==> config.mk <==
export PLATFORM = sky130hd
export DESIGN_NAME = core_sequencer
export DESIGN_NICKNAME = d
export VERILOG_FILES = /design/src/rtl/core_pkg.sv /design/src/rtl/seq_timeout_ctr.sv /design/src/rtl/core_sequencer.sv
export SDC_FILE = /design/constraint.sdc
export NUM_CORES = 1
export LEC_CHECK = 0
export CORE_ASPECT_RATIO = 0.75
export CORE_MARGIN = 10
export CORE_UTILIZATION = 40
export DETAILED_ROUTE_END_ITERATION = 8
export PLACE_DENSITY = 0.73
export RECOVER_POWER = 100
export SYNTH_ARGS = -nofsm -noshare
export SYNTH_HDL_FRONTEND = slang
export SYNTH_SLANG_ARGS = --single-unit
==> constraint.sdc <==
create_clock -name clk -period 4.9 [get_ports clk]
set_clock_uncertainty 0.1 [all_clocks]
set_input_delay 0.49 -clock clk [delete_from_list [all_inputs] [get_ports clk]]
set_output_delay 0.49 -clock clk [all_outputs]
set_load 0.02 [all_outputs]
==> src/rtl/core_pkg.sv <==
// Shared definitions for the RV32I multi-cycle sequencer: opcodes, FSM states,
// halt causes and small opcode classification helpers.
package core_pkg;

  localparam logic [6:0] OP     = 7'b0110011;
  localparam logic [6:0] OP_IMM = 7'b0010011;
  localparam logic [6:0] LOAD   = 7'b0000011;
  localparam logic [6:0] STORE  = 7'b0100011;
  localparam logic [6:0] BRANCH = 7'b1100011;
  localparam logic [6:0] JAL    = 7'b1101111;
  localparam logic [6:0] JALR   = 7'b1100111;
  localparam logic [6:0] LUI    = 7'b0110111;
  localparam logic [6:0] AUIPC  = 7'b0010111;
  localparam logic [6:0] SYSTEM = 7'b1110011;
  localparam logic [6:0] FENCE  = 7'b0001111;

  localparam logic [31:0] NOP_INSTR = 32'h0000_0013;

  typedef enum logic [2:0] {
    S_IDLE,
    S_FETCH,
    S_DECODE,
    S_EXECUTE,
    S_MEMORY,
    S_WRITEBACK,
    S_HALT
  } seq_state_t;

  typedef enum logic [2:0] {
    HC_NONE     = 3'd0,
    HC_ECALL    = 3'd1,
    HC_EBREAK   = 3'd2,
    HC_ILLEGAL  = 3'd3,
    HC_MISALIGN = 3'd4,
    HC_IMEM_TMO = 3'd5,
    HC_DMEM_TMO = 3'd6
  } halt_cause_t;

  function automatic logic is_rv32i_opcode(input logic [6:0] op);
    case (op)
      OP, OP_IMM, LOAD, STORE, BRANCH, JAL, JALR,
      LUI, AUIPC, SYSTEM, FENCE: return 1'b1;
      default:                   return 1'b0;
    endcase
  endfunction

  function automatic logic writes_rd(input logic [6:0] op);
    case (op)
      LUI, AUIPC, JAL, JALR, OP, OP_IMM, LOAD: return 1'b1;
      default:                                 return 1'b0;
    endcase
  endfunction

endpackage

==> src/rtl/seq_timeout_ctr.sv <==
// Bus-wait watchdog: loaded on entry to a waiting state, counts down while
// waiting, and flags the last permitted cycle.
module seq_timeout_ctr (
  input  logic       clk,
  input  logic       rst_n,
  input  logic       i_load,
  input  logic [7:0] i_load_val,
  input  logic       i_dec,
  output logic       o_expire
);

  logic [7:0] r_count;

  always_ff @(posedge clk or negedge rst_n) begin
    if (!rst_n) begin
      r_count <= 8'd0;
    end else if (i_load) begin
      r_count <= i_load_val;
    end else if (i_dec && (r_count != 8'd0)) begin
      r_count <= r_count - 8'd1;
    end
  end

  // A count of 1 while waiting means this is the final allowed cycle.
  assign o_expire = i_dec && (r_count == 8'd1);

endmodule

==> src/rtl/core_sequencer.sv <==
// Multi-cycle control FSM for the single-issue RV32I core: fetch, decode,
// execute, memory and writeback sequencing, next-PC and halt handling.
module core_sequencer
  import core_pkg::*;
#(
  parameter logic [31:0] RESET_PC    = 32'h0000_0000,
  parameter int          MEM_TIMEOUT = 255
) (
  input  logic        clk,
  input  logic        rst_n,
  input  logic        run_en,
  input  logic        step_req,
  input  logic        resume_req,
  output logic        imem_req,
  output logic [31:0] imem_addr,
  input  logic        imem_ack,
  input  logic [31:0] imem_rdata,
  output logic        dmem_req,
  output logic        dmem_we,
  input  logic        dmem_ack,
  output logic [31:0] instr,
  input  logic [31:0] rs1_data,
  input  logic [31:0] immediate,
  input  logic [31:0] alu_output,
  output logic        rf_capture,
  output logic        reg_write,
  output logic [31:0] pc,
  output logic        halted,
  output logic [2:0]  halt_cause,
  output logic [31:0] instret
);

  localparam logic [7:0] TMO_LOAD = 8'(MEM_TIMEOUT);

  seq_state_t  r_state;
  seq_state_t  w_next_state;
  halt_cause_t r_halt_cause;
  halt_cause_t w_fault_cause;
  logic [31:0] r_pc;
  logic [31:0] r_instr;
  logic [31:0] r_instret;
  logic        r_step_pending;
  logic [6:0]  w_opcode;
  logic [31:0] w_pc_plus4;
  logic [31:0] w_pc_target;
  logic        w_misaligned;
  logic        w_tmo_load;
  logic        w_tmo_dec;
  logic        w_tmo_expire;
  logic        w_unused;

  assign w_opcode     = r_instr[6:0];
  assign w_pc_plus4   = r_pc + 32'd4;
  assign w_misaligned = (w_pc_target[1:0] != 2'b00);
  assign w_unused     = ^alu_output[31:1];

  always_comb begin
    w_pc_target = w_pc_plus4;
    case (w_opcode)
      JAL:     w_pc_target = r_pc + immediate;
      JALR:    w_pc_target = (rs1_data + immediate) & ~32'd1;
      BRANCH:  w_pc_target = alu_output[0] ? (r_pc + immediate) : w_pc_plus4;
      default: w_pc_target = w_pc_plus4;
    endcase
  end

  always_comb begin
    w_next_state  = r_state;
    w_fault_cause = HC_NONE;
    case (r_state)
      S_IDLE: begin
        if (run_en || step_req || r_step_pending) w_next_state = S_FETCH;
      end
      S_FETCH: begin
        if (imem_ack) begin
          w_next_state = S_DECODE;
        end else if (w_tmo_expire) begin
          w_next_state  = S_HALT;
          w_fault_cause = HC_IMEM_TMO;
        end
      end
      S_DECODE: begin
        if (!is_rv32i_opcode(w_opcode)) begin
          w_next_state  = S_HALT;
          w_fault_cause = HC_ILLEGAL;
        end else begin
          w_next_state = S_EXECUTE;
        end
      end
      S_EXECUTE: begin
        // SYSTEM never retires: ECALL/EBREAK halt, other encodings are unsupported.
        if (w_opcode == SYSTEM) begin
          w_next_state = S_HALT;
          if (immediate == 32'd0)      w_fault_cause = HC_ECALL;
          else if (immediate == 32'd1) w_fault_cause = HC_EBREAK;
          else                         w_fault_cause = HC_ILLEGAL;
        end else if ((w_opcode == LOAD) || (w_opcode == STORE)) begin
          w_next_state = S_MEMORY;
        end else begin
          w_next_state = S_WRITEBACK;
        end
      end
      S_MEMORY: begin
        if (dmem_ack) begin
          w_next_state = S_WRITEBACK;
        end else if (w_tmo_expire) begin
          w_next_state  = S_HALT;
          w_fault_cause = HC_DMEM_TMO;
        end
      end
      S_WRITEBACK: begin
        if (w_misaligned) begin
          w_next_state  = S_HALT;
          w_fault_cause = HC_MISALIGN;
        end else begin
          w_next_state = S_IDLE;
        end
      end
      S_HALT: begin
        if (resume_req) w_next_state = S_IDLE;
      end
      default: w_next_state = S_IDLE;
    endcase
  end

  assign w_tmo_load = (w_next_state != r_state) &&
                      ((w_next_state == S_FETCH) || (w_next_state == S_MEMORY));
  assign w_tmo_dec  = (r_state == S_FETCH) || (r_state == S_MEMORY);

  seq_timeout_ctr u_timeout (
    .clk        (clk),
    .rst_n      (rst_n),
    .i_load     (w_tmo_load),
    .i_load_val (TMO_LOAD),
    .i_dec      (w_tmo_dec),
    .o_expire   (w_tmo_expire)
  );

  always_ff @(posedge clk or negedge rst_n) begin
    if (!rst_n) begin
      r_state        <= S_IDLE;
      r_instr        <= NOP_INSTR;
      r_step_pending <= 1'b0;
    end else begin
      r_state <= w_next_state;
      if ((r_state == S_FETCH) && imem_ack) r_instr <= imem_rdata;
      // A step is remembered until the FSM actually starts a fetch.
      if ((r_state == S_IDLE) && (w_next_state == S_FETCH)) r_step_pending <= 1'b0;
      else if (step_req)                                   r_step_pending <= 1'b1;
    end
  end

  always_ff @(posedge clk or negedge rst_n) begin
    if (!rst_n) begin
      r_pc         <= RESET_PC;
      r_instret    <= 32'd0;
      r_halt_cause <= HC_NONE;
    end else begin
      if (r_state == S_WRITEBACK) begin
        r_instret <= r_instret + 32'd1;
        if (!w_misaligned) r_pc <= w_pc_target;
      end
      if ((r_state != S_HALT) && (w_next_state == S_HALT)) begin
        r_halt_cause <= w_fault_cause;
      end else if ((r_state == S_HALT) && resume_req) begin
        r_halt_cause <= HC_NONE;
        if ((r_halt_cause == HC_ECALL) || (r_halt_cause == HC_EBREAK)) r_pc <= w_pc_plus4;
      end
    end
  end

  assign imem_req   = (r_state == S_FETCH);
  assign imem_addr  = r_pc;
  assign dmem_req   = (r_state == S_MEMORY);
  assign dmem_we    = (r_state == S_MEMORY) && (w_opcode == STORE);
  assign rf_capture = (r_state == S_DECODE);
  assign reg_write  = (r_state == S_WRITEBACK) && writes_rd(w_opcode);
  assign halted     = (r_state == S_HALT);
  assign halt_cause = r_halt_cause;
  assign instr      = r_instr;
  assign pc         = r_pc;
  assign instret    = r_instret;

endmodule

# After elaboration in Yosys (flattened, before gate mapping)
# Index checks and enable logic that the tools add are counted.
# word_totals
ff_bits	111
in_bits	135
elab_cells	98
# classes
add_sub_neg	5
n_eq_ne	26
muxes	36
reduce_logical	24
# ops
operator	n
32-bit 2-to-1 mux	6
32-bit one-hot mux with 3 select lines	1
32-bit adder	2
3-bit 2-to-1 mux	14
32-bit by 1-bit adder with 32-bit output (second input constant)	1
32-bit by 3-bit adder with 32-bit output (second input constant)	1
32-bit by 1-bit equality test with 1-bit output (second input constant)	1
32-bit zero test	1
7-bit equality test (second input constant)	4
7-bit by 6-bit equality test with 1-bit output (second input constant)	3
3-bit one-hot mux with 7 select lines	1
8-bit 2-to-1 mux	2
3-bit equality test (second input constant)	5
3-bit one-hot mux with 5 select lines	1
7-bit by 5-bit equality test with 1-bit output (second input constant)	2
11-bit OR reduction	1
3-bit by 1-bit equality test with 1-bit output (second input constant)	3
3-bit by 2-bit equality test with 1-bit output (second input constant)	3
1-bit logical AND	9
8-bit by 1-bit equality test with 1-bit output (second input constant)	1
2-bit 2-to-1 mux	4
2-bit nonzero test	4
8-bit nonzero test	1
8-bit by 1-bit subtractor with 8-bit output (second input constant)	1
other kinds (8)	19

# Depth between registers and ports, before layout
# Gate-level depths: netlist of run 1.
# depth
ltp_word	10
depth_mapped	13

# Modules after synthesis
# From an unflattened synthesis of run 1, not the netlist that was laid out.
# hier_totals
cells_unflattened	1187
area_unflattened_um2	10048.4
# modules_own_cells
module	n_inst	cells_each	area_each_um2	seq_area_each_um2
core_sequencer	1	1129	9506.6	2581.2
seq_timeout_ctr	1	58	541.8	200.2

# Worst setup path before layout of run 1
# Ideal clock, no wire load.
# synth_path
path_kind	register -> register
start	register r_pc[0] (netlist: imem_addr[0])
end	register r_pc[30] (netlist: imem_addr[30])
setup_ns	0.123
t_arrival_ns	2.816
t_required_ns	4.677
path_slack_ns	1.862
path_stages_with_launch	13
n_path_buf	0
period_less_slack_ns	3.038
path_cell_list	dfrtp_1 -> ha_1 -> inv_1 -> fa_1 -> or2b_2 -> a21oi_1 -> o21a_1 -> o211a_1 -> o21ai_2 -> a31oi_1 -> a211oi_1 -> a211o_1 -> o2bb2ai_1
# synth_via
elab_chain_cells	9
elab_cells_between_ends	14
cone_classes	add/sub: 2; eq/ne: 1; mux: 9; reduce/logical: 2
# synth_lines
element	line	source
from (decl)	core_sequencer.sv:39	logic [31:0] r_pc;
from (signal assigned)	core_sequencer.sv:161	if (!w_misaligned) r_pc <= w_pc_target;
from (signal assigned)	core_sequencer.sv:167	if ((r_halt_cause == HC_ECALL) || (r_halt_cause == HC_EBREAK)) r_pc <= w_pc_plus4;
32-bit by 3-bit adder with 32-bit output / 32-bit adder (equally long branches)	core_sequencer.sv:53, core_sequencer.sv:60, core_sequencer.sv:62	
32-bit 2-to-1 mux	core_sequencer.sv:62	BRANCH: w_pc_target = alu_output[0] ? (r_pc + immediate) : w_pc_plus4;
32-bit one-hot mux with 3 select lines	core_sequencer.sv:59	case (w_opcode)
2-bit nonzero test	core_sequencer.sv:54	assign w_misaligned = (w_pc_target[1:0] != 2'b00);
3-bit 2-to-1 mux / 32-bit 2-to-1 mux (equally long branches)	core_sequencer.sv:112, core_sequencer.sv:161	
3-bit one-hot mux with 7 select lines / 32-bit 2-to-1 mux (equally long branches)	core_sequencer.sv:70, core_sequencer.sv:159	
3-bit equality test / 32-bit 2-to-1 mux (equally long branches)	core_sequencer.sv:163, core_sequencer.sv:167	
1-bit logical AND / 32-bit 2-to-1 mux (equally long branches)	core_sequencer.sv:163, core_sequencer.sv:165	
32-bit 2-to-1 mux *	core_sequencer.sv:163	if ((r_state != S_HALT) && (w_next_state == S_HALT)) begin
# Every way passes the cells marked *; elsewhere a longest branch is shown, timed or not.
# A chain may end at the register's enable or synchronous reset.

# Worst setup path after layout of run 1
# layout_path
start	input immediate[0]
end	register r_pc[30] (netlist: imem_addr[30])
# layout_via
elab_chain_cells	9
elab_cells_between_ends	14
cone_classes	add/sub: 2; eq/ne: 1; mux: 9; reduce/logical: 2
# layout_lines
element	line	source
from (decl)	core_sequencer.sv:23	input logic [31:0] immediate,
32-bit adder	core_sequencer.sv:60, core_sequencer.sv:62	
32-bit 2-to-1 mux	core_sequencer.sv:62	
32-bit one-hot mux with 3 select lines *	core_sequencer.sv:59	
2-bit nonzero test	core_sequencer.sv:54	
3-bit 2-to-1 mux / 32-bit 2-to-1 mux (equally long branches)	core_sequencer.sv:112, core_sequencer.sv:161	
3-bit one-hot mux with 7 select lines / 32-bit 2-to-1 mux (equally long branches)	core_sequencer.sv:70, core_sequencer.sv:159	
3-bit equality test / 32-bit 2-to-1 mux (equally long branches)	core_sequencer.sv:163, core_sequencer.sv:167	
1-bit logical AND / 32-bit 2-to-1 mux (equally long branches)	core_sequencer.sv:163, core_sequencer.sv:165	
32-bit 2-to-1 mux *	core_sequencer.sv:163	
# Marked as above.

==> out/results.ini, run 1 <==
[global_routing]
grt_usage = 0.2022
grt_pass1_vias = 8960
antenna_found_initial = 1
overflow = 0
met3_usage = 0.04597
use_met2 = 0.3052
grt_max_degree = 75
busiest_layer = met2
grt_util_met1 = 0.2872
grt_pass1_wl_um = 49900

[cts]
cts_setup_buffers = 0
numCtsBuffers = 9
h-tree-depth = 3
cts_tree = done
cts_hold_buf = 0
clock_latency_ns = 0.36
numClockSinks = 111
root_buffer = clkbuf_16
clk_path_buf_depth = 2
clkTransAtPathRegs_ns = 0.08
cts.repair.resized = 0

[placed_design]
detailed_place_hpwl_um = 25230
port_buffers = 240
pre_cts_slack_ns = 0.8322
gp_congestion = 0.9054

[detailed_routing]
first_pass_iters = 5
via_per_inst = 5.734
post_drt_wl_per_cell_um = 19.39
drt_iter0_drc = 861
vias = 9449
drtAntennaViolNets = 0
drcViolationCount = 0
drt_wl_total_um = 31950

[floorplan]
dieHeight_um = 154.4
io_pins = 272
die_width_um = 199.2
core-area_mm2 = 0.02385
initial_core_util = 0.4040
die_area_mm2 = 0.03076
rows = 49

[synthesis]
syn-instance-count = 1145
syn-cell-area_mm2 = 0.009634
synth_cell_types = 88
synth_top_cell_area_share = 0.2805
yosysTopAreaCell = dfrtp_1
yosysSeqAreaShare = 0.2887
synth_edf_count = 0
ys_ff_latch = 111
async_flop_share = 1.000
syn_avg_cell_area_um2 = 8.414
ys_warn_count = 0
synthesis.nets = 1347
synth_ff_type = dfrtp_1
yosys-top-cells-area = dfrtp_1 (28%), ha_1 (8.4%), xnor2_1 (6.5%)

[power]
fin_total_pwr_uw = 5166
p_per_area_mw_per_mm2 = 420.9
leakage_uw = 0.005161
vdd_drop_max_mv = 0.1778

[layout]
syn_to_final_growth_pct = 27.42
mostFrequentLayoutCells = dlygate4sd3_1 (138), nand2_1 (122), dfrtp_1 (108)
final_common_cell = dlygate4sd3_1
nNetsFinal = 1538
layout-drive-gt1-share = 0.06040

[setup_path]
cp_max_fo = 12
r2r_setup_slack_ns = 1.14
crit_type = input pin to flip-flop
required_ns = 5.05
worstRegToRegCells = 11
endpoint_kind = flip-flop
crit_arrival_ns = 4.23
crit_path_start_kind = input pin

[sta]
finalSetupViolCount = 0
slew_viol_final = 75
fin_ws_ns = 0.8205
tightest_slew_ns = 2.203
hold_violations = 0
fin_tns_setup_ns = 0
rsz0062_at_grt = no
fmax_mhz = 245.1
whs_ns = 0.1625
slew_headroom = -0.4689
period_share = 0.8326
period_minus_slack_ns = 4.080

[run_status]
status = complete, but fails checks
violations = capacitance limit, slew limit

[job]
maxCapViolations = 2

[min_path]
hold_path.class = input pin to async pin

Yosys cell counts (13+ instances only):
cell,instances
and3_1,16
nand2_1,122
clkbuf_1,15
nand4_1,17
o211ai_1,13
o21ai_0,59
xor2_1,45
ha_1,65
nor3_1,22
a211oi_1,16
nand2b_1,14
xnor2_1,72
inv_1,39
dfrtp_1,108
o22ai_1,19
nor2_1,92
nand3_1,41
buf_4,35
a21oi_1,94
a21o_1,20
mux2_2,29
final cells by class:
class	count	area, um^2
inverters	39	146.4
clock buffers	10	229.0
well taps	306	382.9
diodes	1	2.502
clock inverters	6	57.56
multi-input cells	929	6242
fillers	2213	11570
repair buffers	246	2434
flip-flops and latches	111	2781
cells by family (layout without fill, tap and decap cells):
| logic type | after synthesis | after routing | synth area share |
|---|---|---|---|
| AOI/OAI and AO/OA | 318 | 318 | 0.2177 |
| and+or+nand+nor | 398 | 398 | 0.2048 |
| DFF | 111 | 111 | 0.2887 |
| xor gates and xnor gates | 117 | 117 | 0.1064 |
| other | 0 | 1 | 0 |
| buffers and inverters | 105 | 301 | 0.06000 |
| muxes | 29 | 29 | 0.03390 |
| adders and majority gates | 67 | 67 | 0.08857 |
state kept, by name, summed over array words and instances (netlist names):
name	cells
halt_cause	3
instr	32
r_step_pending	1
imem_addr	32
u_timeout.r_count	8
r_state	3
instret	32
routing by layer:
layer	wire length (um)	vias to the layer above
met3	3096	33
met2	13910	436
met4	470	0
met5	0	-
met1	14480	4453
li1	-	4527
where the power goes:
part / internal (uW) / switching (uW)
Combinational: 1260 / 1610
Sequential: 1180 / 371
Clock: 360 / 382
Total: 2800 / 2360
stage by stage:
step,instances,util,instance area [um^2]
6_report,1648,0.5147,12280
5_1_grt,1648,0.5147,12280
4_1_cts,1647,0.5172,12340
3_5_place_dp,1631,0.5052,12050
3_3_place_gp,1631,0.5052,12050
2_1_floorplan,1145,-,9634
worst max-delay path, cell delays in order:
cell	delay (ns)
dlygate4sd3_1	0.64
ha_1	0.23
inv_1	0.06
fa_1	0.48
nor2b_1	0.15
a21oi_1	0.05
o21ai_0	0.25
nand3_1	0.58
nor2_1	0.82
nor2_1	0.11
a211o_1	0.25
o2bb2ai_1	0.12
final timing paths:
path	startpoint	endpoint
worst min-delay path	rst_n	instret[31]
max in group asynchronous	rst_n	halt_cause[2]
worst max register to register	imem_addr[0]	imem_addr[30]
worst min register to register	instret[31]	instret[31]
min in group clk	instret[31]	instret[31]
worst max-delay path	immediate[0]	imem_addr[30]
Power figures use the tool's default switching activity.
==> run 2, diff against run 1 <==
clock period = 4.05 ns   (was 4.9 ns; I/O delays follow)
==> run 2 against run 1 <==
The flow still finishes with violations (capacitance limit, slew limit). Routed wire length up 1.1%. Flip-flop and latch count unchanged. Register-to-register slack got worse by 0.56 ns. Power increased by 23%. First-iteration DRC count increased by 6.4%. Via count hardly changed. Design area rose by 1.2%. Largest cell class unchanged.
==> out/results.ini, run 2 (same netlist as run 1, synthesis figures left out) <==
[cts]
clk_path_buf_depth = 2
clkTransAtPathRegs_ns = 0.09
cts_setup_buffers = 0
h-tree-depth = 3
root_buffer = clkbuf_16
cts_hold_buf = 0
cts_tree = done
clock_latency_ns = 0.37
numCtsBuffers = 9
cts.repair.resized = 0
numClockSinks = 111

[power]
vdd_drop_max_mv = 0.2697
pwr-share-clk = 0.157
switching_power_uw = 2879
pwr-share-seq = 0.290
leakage_uw = 0.005254
p_comb_frac = 0.553
power.internal_uw = 3486
switching_share = 0.4523
p_per_area_mw_per_mm2 = 512.2

[detailed_routing]
drtAntennaViolNets = 0
post_drt_wl_per_cell_um = 19.43
drcViolationCount = 0
drt_iter0_drc = 916
drt_wl_total_um = 32310
first_pass_iters = 5
via_per_inst = 5.683
vias = 9451

[sta]
fin_tns_setup_ns = 0
slew_viol_final = 99
tightest_slew_ns = 3.261
fmax_mhz = 266.3
period_minus_slack_ns = 3.755
hold_violations = 0
rsz0062_at_grt = no
whs_ns = 0.3833
finalSetupViolCount = 0
fin_ws_ns = 0.2948
period_share = 0.9272
slew_headroom = -1.174

[placed_design]
pre_cts_slack_ns = 0.1481
dp_cells = 1647
port_buffers = 240
detailed_place_hpwl_um = 25650
post_dp_cell_area_mm2 = 0.01217
gp_congestion = 0.9288

[layout]
antenna_cells = 0
final_common_cell = dlygate4sd3_1
nNetsFinal = 1554
layout-drive-gt1-share = 0.07148
seq_area_mm2 = 0.002781
nFillCells = 2216
mostFrequentLayoutCells = dlygate4sd3_1 (139), nand2_1 (122), dfrtp_1 (108)
multi_input_area_mm2 = 0.006241
post_layout_nonfiller_instances = 1663
syn_to_final_growth_pct = 28.96
fin_area_mm2 = 0.01242

[global_routing]
grt_pass1_vias = 8988
grt_max_degree = 63
grt_pass1_wl_um = 50360
overflow = 0
antenna_found_initial = 0
grt_usage = 0.2041

[setup_path]
required_ns = 4.18
path_buf_inv = 1
critical_path.top_delay_family = compound AO/OA/AOI/OAI gates
worstRegToRegCells = 13
cp_max_fo = 4
slowest_delay_ns = 0.60
crit_path_start_kind = input pin
crit_slowest_cell = dlygate4sd3_1
endpoint_kind = flip-flop
path_depth = 11
crit_arrival_ns = 3.89
path_cells = dlygate4sd3_1 -> ha_1 -> nand4_1 -> a211oi_1 -> o211ai_1 -> o2bb2ai_1 -> o21ai_0 -> o31ai_1 -> xor2_1 -> a221oi_1 -> a21oi_1
crit_type = input pin to flip-flop

[min_path]
hold_path.class = flip-flop to flip-flop
hold_depth = 1

[floorplan]
rows = 49
dieHeight_um = 154.4
die_width_um = 199.2
core-area_mm2 = 0.02385
io_pins = 272
die_area_mm2 = 0.03076
initial_core_util = 0.4040

[run_status]
status = complete, but fails checks
violations = capacitance limit, slew limit

[job]
maxCapViolations = 2

-- run 2: cell types whose count changed in the layout (fill, tap and decap cells not counted), sizes merged --
cell	change
clkbuf	+1
clkdlybuf4s50	-1
diode	-1
clkinv	+1
buf	+14
dlygate4sd3	+1
inv	-1
bufinv	+1
-- run 2: power groups by stage --
stage          Clock [uW]  Sequential (uW)  Combinational [uW]
2_1_floorplan           0             2100                2070
3_3_place_gp            0             1860                3640
3_5_place_dp            0             1880                3680
4_1_cts              1020             1860                3700
5_1_grt              1060             1910                3820
6_report              999             1840                3520
-- run 2: layout make-up --
cell class | count | area share
Clock buffer | 9 | 0.01813
Clock inverter | 7 | 0.008056
Inverter | 39 | 0.01178
Multi-Input combinational cell | 929 | 0.5023
Sequential cell | 111 | 0.2239
Tap cell | 306 | 0.03082
Timing Repair Buffer | 262 | 0.2050
-- run 2: per-stage QoR --
step / power (uW) / util
4_1_cts: 6579 / 0.5237
2_1_floorplan: 4175 / -
3_3_place_gp: 5497 / 0.5101
6_report: 6364 / 0.5210
5_1_grt: 6788 / 0.5210
3_5_place_dp: 5557 / 0.5101
-- run 2: final timing paths --
| check | start | to | slack (ns) |
|---|---|---|---|
| max reg2reg | imem_addr[0] | imem_addr[11] | 0.58 |
| min in group asynchronous | rst_n | instret[31] | 1.02 |
| min | instret[31] | instret[31] | 0.38 |
| max | immediate[2] | imem_addr[29] | 0.29 |
| min reg2reg | instret[31] | instret[31] | 0.38 |
| max in group asynchronous | rst_n | instr[15] | 0.88 |
-- run 2: per-layer routing --
metal  global-route usage  vias to the layer above  wire length (um)
met3              0.05160                       29              2998
li1                     -                     4572                 -
met1               0.2870                     4463             14560
met2               0.3102                      387             14390
met4              0.03516                        0               363
met5                    0                        -                 0
-- run 2: worst reg2reg max path: stages (launching register included) --
cell and delay (ns):
dfrtp_1 0.47, ha_1 0.23, inv_1 0.06, fa_1 0.49, nor2b_1 0.16, a21oi_1 0.05
o21ai_0 0.27, nand3_1 0.29, clkbuf_1 0.32, nand2_1 0.35, nand2_1 0.17, nor2_1 0.15
xnor2_1 0.13, o22ai_1 0.09
